**config.mk**
```make
export PLATFORM = sky130hd
export DESIGN_NAME = inst_fetch_queue
export DESIGN_NICKNAME = d
export VERILOG_FILES = /design/src/rtl/inst_fetch_queue.sv
export SDC_FILE = /design/constraint.sdc
export NUM_CORES = 1
export LEC_CHECK = 0
export BUFFER_PORTS_ARGS = -buffer_cell sky130_fd_sc_hd__buf_2
export CAP_MARGIN = 20
export CORE_MARGIN = 1.5
export CORE_UTILIZATION = 60
export CTS_BUF_LIST = sky130_fd_sc_hd__clkbuf_4 sky130_fd_sc_hd__clkbuf_8
export DETAILED_ROUTE_END_ITERATION = 6
export PLACE_DENSITY_LB_ADDON = 0.25
export REMOVE_ABC_BUFFERS = 1
export SLEW_MARGIN = 30
export SYNTH_ARGS = -nofsm -noshare
export SYNTH_HDL_FRONTEND = slang
export SYNTH_SLANG_ARGS = --single-unit
```
**constraint.sdc**
```tcl
create_clock -name CLOCK -period 5.5 [get_ports CLOCK]
set_input_delay 0.275 -clock CLOCK [delete_from_list [all_inputs] [get_ports CLOCK]]
set_output_delay 0.275 -clock CLOCK [all_outputs]
set_load 0.005 [all_outputs]
```
**src/rtl/inst_fetch_queue.sv**
```systemverilog
`default_nettype none
// ============================================================================
// Module      : inst_fetch_queue
// Description : Sequential instruction fetch with a credit-limited prefetch
//               FIFO feeding decode. Branch redirects flush the FIFO and drop
//               responses that are still in flight.
// Revision    : 1.0 - initial release
// ============================================================================
module inst_fetch_queue #(
    parameter int          DEPTH    = 4,
    parameter logic [31:0] RESET_PC = 32'h0
) (
    input  logic        CLOCK,
    input  logic        RESET,
    output logic        imem_req_valid,
    input  logic        imem_req_ready,
    output logic [31:0] imem_req_addr,
    input  logic        imem_rsp_valid,
    input  logic [31:0] imem_rsp_data,
    input  logic        redirect_valid,
    input  logic [31:0] redirect_pc,
    output logic        inst_valid,
    input  logic        inst_ready,
    output logic [31:0] inst,
    output logic [31:0] pc_plus4
);

    localparam int          c_PW    = $clog2(DEPTH);
    localparam int          c_CW    = c_PW + 1;
    localparam logic [c_CW:0] c_DEPTH = (c_CW + 1)'(DEPTH);

    logic [31:0]     r_fetch_pc;
    logic [31:0]     r_head_pc;
    logic [31:0]     r_fifo [DEPTH];
    logic [c_CW-1:0] r_count;
    logic [c_CW-1:0] r_outst;
    logic [c_CW-1:0] r_drop;
    logic [c_PW-1:0] r_wr_ptr;
    logic [c_PW-1:0] r_rd_ptr;

    logic [c_CW:0]   w_used;
    logic            w_accept;
    logic            w_rsp;
    logic            w_keep;
    logic            w_deq;
    logic [31:0]     w_redirect_pc;

    assign w_used        = {1'b0, r_count} + {1'b0, r_outst};
    assign w_redirect_pc = redirect_pc & 32'hFFFF_FFFC;

    // Request valid is gated by RESET so nothing is offered while held in reset.
    assign imem_req_valid = RESET && !redirect_valid && (w_used < c_DEPTH);
    assign imem_req_addr  = r_fetch_pc;
    assign w_accept       = imem_req_valid && imem_req_ready;

    // A response with nothing outstanding belongs to a request lost across reset.
    assign w_rsp  = imem_rsp_valid && (r_outst != '0);
    assign w_keep = w_rsp && (r_drop == '0) && !redirect_valid;

    assign inst_valid = (r_count != '0) && !redirect_valid;
    assign inst       = (r_count != '0) ? r_fifo[r_rd_ptr] : 32'h0;
    assign pc_plus4   = r_head_pc + 32'd4;
    assign w_deq      = inst_valid && inst_ready;

    always_ff @(posedge CLOCK or negedge RESET) begin
        if (!RESET) begin
            r_fetch_pc <= RESET_PC;
            r_head_pc  <= RESET_PC;
            r_count    <= '0;
            r_outst    <= '0;
            r_drop     <= '0;
            r_wr_ptr   <= '0;
            r_rd_ptr   <= '0;
        end else begin
            r_outst <= r_outst + c_CW'(w_accept) - c_CW'(w_rsp);
            if (redirect_valid) begin
                r_fetch_pc <= w_redirect_pc;
                r_head_pc  <= w_redirect_pc;
                r_count    <= '0;
                r_wr_ptr   <= '0;
                r_rd_ptr   <= '0;
                r_drop     <= r_outst - c_CW'(w_rsp);
            end else begin
                if (w_accept) begin
                    r_fetch_pc <= r_fetch_pc + 32'd4;
                end
                if (w_rsp && (r_drop != '0)) begin
                    r_drop <= r_drop - 1'b1;
                end
                if (w_keep) begin
                    r_wr_ptr <= r_wr_ptr + 1'b1;
                end
                if (w_deq) begin
                    r_rd_ptr  <= r_rd_ptr + 1'b1;
                    r_head_pc <= r_head_pc + 32'd4;
                end
                r_count <= r_count + c_CW'(w_keep) - c_CW'(w_deq);
            end
        end
    end

    // Storage needs no reset; occupancy alone decides what is visible.
    always_ff @(posedge CLOCK) begin
        if (w_keep) begin
            r_fifo[r_wr_ptr] <= imem_rsp_data;
        end
    end

endmodule
`default_nettype wire

```
==> impl_metrics.json <==
{
  "status": "finished clean",
  "fin_ws_ns": 2.10,
  "fill_cells": 1108,
  "grt_usage_pct": 28.5,
  "synth-async-reset-ratio_pct": 36.3,
  "drtAntennaViolNets": 0,
  "drt_iter0_drc": 509,
  "whs_ns": 0.0155,
  "finClkSkew_ns": 0.0143,
  "rsz0062_at_grt": "false",
  "cp.depth": 11,
  "synth_area_leaders": "edfxtp_1, dfrtp_1, mux4_2",
  "clk_latency_ns": 0.51,
  "cp_top_family": "adder cells",
  "clk_pin_slew_ns": 0.06,
  "synth-seq-area-share_pct": 58.9,
  "clock.fmax_ghz": 0.294,
  "setup_violations": 0,
  "netlist_instances": 743,
  "overflow": 0,
  "first_pass_iters": 5,
  "cap_violations": 0,
  "numClockSinks": 201,
  "synth-edff-count": 128,
  "yosys.area.top_type_share_pct": 40.0,
  "rr_endpoint": "r_outst[2]$_DFF_PN0_",
  "yosysUniqueCellTypes": 56,
  "cp_common_cell": "ha_1",
  "r2r_slack_ns": 2.10,
  "cts_made_buffers": 34,
  "cts_resized": 0,
  "layout_commonest_cell": "buf_2",
  "crit_buf_inv": 3,
  "grt_pass1_wl_mm": 36.4,
  "start_util_pct": 61.0,
  "slowest_delay_ns": 0.54,
  "finalHoldViolCount": 0,
  "synth_flop_cell": "edfxtp_1",
  "cp.arrival_ns": 3.82,
  "synth_warnings": 0,
  "synth_top_area_cell": "edfxtp_1",
  "antenna_found_initial": 0,
  "die_h_um": 130,
  "cts-root-buf": "clkbuf_8",
  "rows": 46,
  "pin_count": 168,
  "static-leakage-power_nw": 4.47,
  "worstSetupPathType": "reg2reg",
  "ys_ff_latch": 201,
  "core_um2": 15800,
  "cp_max_fo": 25,
  "dp_hpwl_mm": 14.6,
  "rr_startpoint": "r_count[2]$_DFF_PN0_",
  "via_per_inst": 5.84,
  "crit_end": "r_outst[2]$_DFF_PN0_",
  "crit_chain": "ha_1, or4b_4, nor4b_4, buf_4, inv_2, ha_1, inv_1, ha_1, fa_1, xnor2_1, xnor2_1",
  "start_kind": "flip-flop",
  "finalPower_w": 0.00429,
  "period_needed_ns": 3.40,
  "n_antenna_cell": 0,
  "reg2reg_depth": 11,
  "gp_congestion": 0.922,
  "worst_pin_slew_ns": 0.945,
  "finalMaxSlewViolations": 0,
  "fin_setup_tns_ns": 0,
  "cts_buffer_depth": 3,
  "syn_to_final_growth_pct": 20.8,
  "required_ns": 5.92,
  "powerDensity_nw_per_um2": 369,
  "cts_tree": "yes",
  "route.detailed.drc": 0,
  "die_w_um": 130,
  "layout_common_cells": "buf_2, edfxtp_1, dfrtp_1",
  "dieArea_um2": 16800,
  "grt_start_max_net_pins": 56,
  "wirelength_mm": 23.5,
  "dr_total_vias": 6917,
  "first_global_vias": 6975,
  "min_path_type": "in2reg",
  "drive_above_1_share_pct": 29.0,
  "mappedNetlistArea_um2": 9620,
  "maxSlewHeadroom_pct": 36.5,
  "detail_route.wl_per_cell_um": 19.8,
  "syn_area_per_cell_um2": 12.9,
  "port_buffers": 161,
  "ctsHtreeMaxLevel": 2,
  "critPathCaptureType": "flip-flop",
  "nNetsFinal": 1034,
  "period_share_pct": 61.8,
  "crit_path_start": "r_count[2]$_DFF_PN0_",
  "dp_slack_ns": 2.13,
  "critical_path.slowest_cell": "or4b_4",
  "vdd_drop_max_v": 0.000198
}
## worst min path at each step
stage	start	end	slack [ns]	cells past startpoint
after global routing	redirect_pc[25]	r_head_pc[25]$_DFFE_PN0N_	0.01	3
after CTS	redirect_pc[11]	imem_req_addr[11]$_DFFE_PN0P_	0.001	2
final	redirect_pc[25]	r_head_pc[25]$_DFFE_PN0N_	0.02	3
after global placement	RESET	r_head_pc[28]$_DFFE_PN0N_	0.24	1
after floorplan	RESET	imem_req_addr[10]$_DFFE_PN0P_	-0.02	0
after detailed placement	RESET	r_head_pc[28]$_DFFE_PN0N_	0.25	1
## stage by stage
stage,instances,utilization [%],area [µm²]
6_report,1185,73.7,11600
5_1_grt,1185,73.7,11600
4_1_cts,1185,73.7,11600
3_5_place_dp,1088,67.1,10600
3_3_place_gp,1088,67.0,10600
2_1_floorplan,704,-,9430
## registers in the layout, indices dropped and copies added, names as in the netlist
name and cells:
r_count 3, r_wr_ptr 2, imem_req_addr 30, r_fifo 128
r_rd_ptr 2, r_outst 3, r_head_pc 30, r_drop 3
## worst min-delay path: stages
cell and delay [ns]:
buf_2 0.08, nand2_1 0.06, o21ai_0 0.07
## synth_stat cells, types with 3 or more instances
library cell and n:
xnor2_1 42, clkbuf_1 27, mux4_2 32, mux2_2 4, a21oi_1 7, nand2_1 59, nor3_1 16, and4_1 7
inv_1 20, dfrtp_1 73, o211ai_1 13, a41oi_1 3, nand3b_1 3, o21ai_0 30, nor4_1 6, a21boi_0 12
a31oi_1 4, nand3_1 35, nand2b_1 9, nor3_2 3, and2_1 8, nor2_1 30, xor2_1 32, ha_1 16
buf_2 6, buf_4 6, nor2b_1 34, edfxtp_1 128, and3_1 12, nand4_1 30
## what timing repair did
item / in CTS / in global routing
buffers inserted: 0 / 0
endpoints found under the hold margin: 154 / 0
hold buffers: 38 / 0
## routing by layer
metal  track usage [%]  part of all wire (%)  wire [µm]
met5                 0                     0          0
met4              12.7                   3.4        807
met3              5.08                   6.5       1520
met2              49.0                    51      11900
met1              35.5                    39       9230
## cells by family (layout without fill, tap and decap cells)
logic type	count (synthesis)	count (layout)	synth area share [%]
AO/OA/AOI/OAI	83	83	5.63
XOR/XNOR	74	74	6.74
adder cells (fa/ha/maj)	18	18	2.50
buffers and inverters	63	286	2.93
flip-flops	201	201	58.9
multiplexers	37	37	8.06
other	1	4	0.0390
AND/OR/NAND/NOR	266	266	15.2
## layout make-up
class,count,area (µm²),area share [%]
timing repair buffer,206,1240,10.7
tap,216,270,2.33
sequential,201,5670,48.8
multi-input combinational,482,3690,31.8
inverter,21,78.8,0.679
clock inverter,6,38.8,0.334
clock buffer,53,623,5.36
## report_power, final
part | total, W | switching, W | internal (W)
sequential | 0.00186 | 0.000128 | 0.00173
clock | 0.00131 | 0.000587 | 0.000723
combinational | 0.00112 | 0.000584 | 0.000535
total | 0.00429 | 0.00130 | 0.00299
Note: power is estimated with default switching activity, not from simulation.
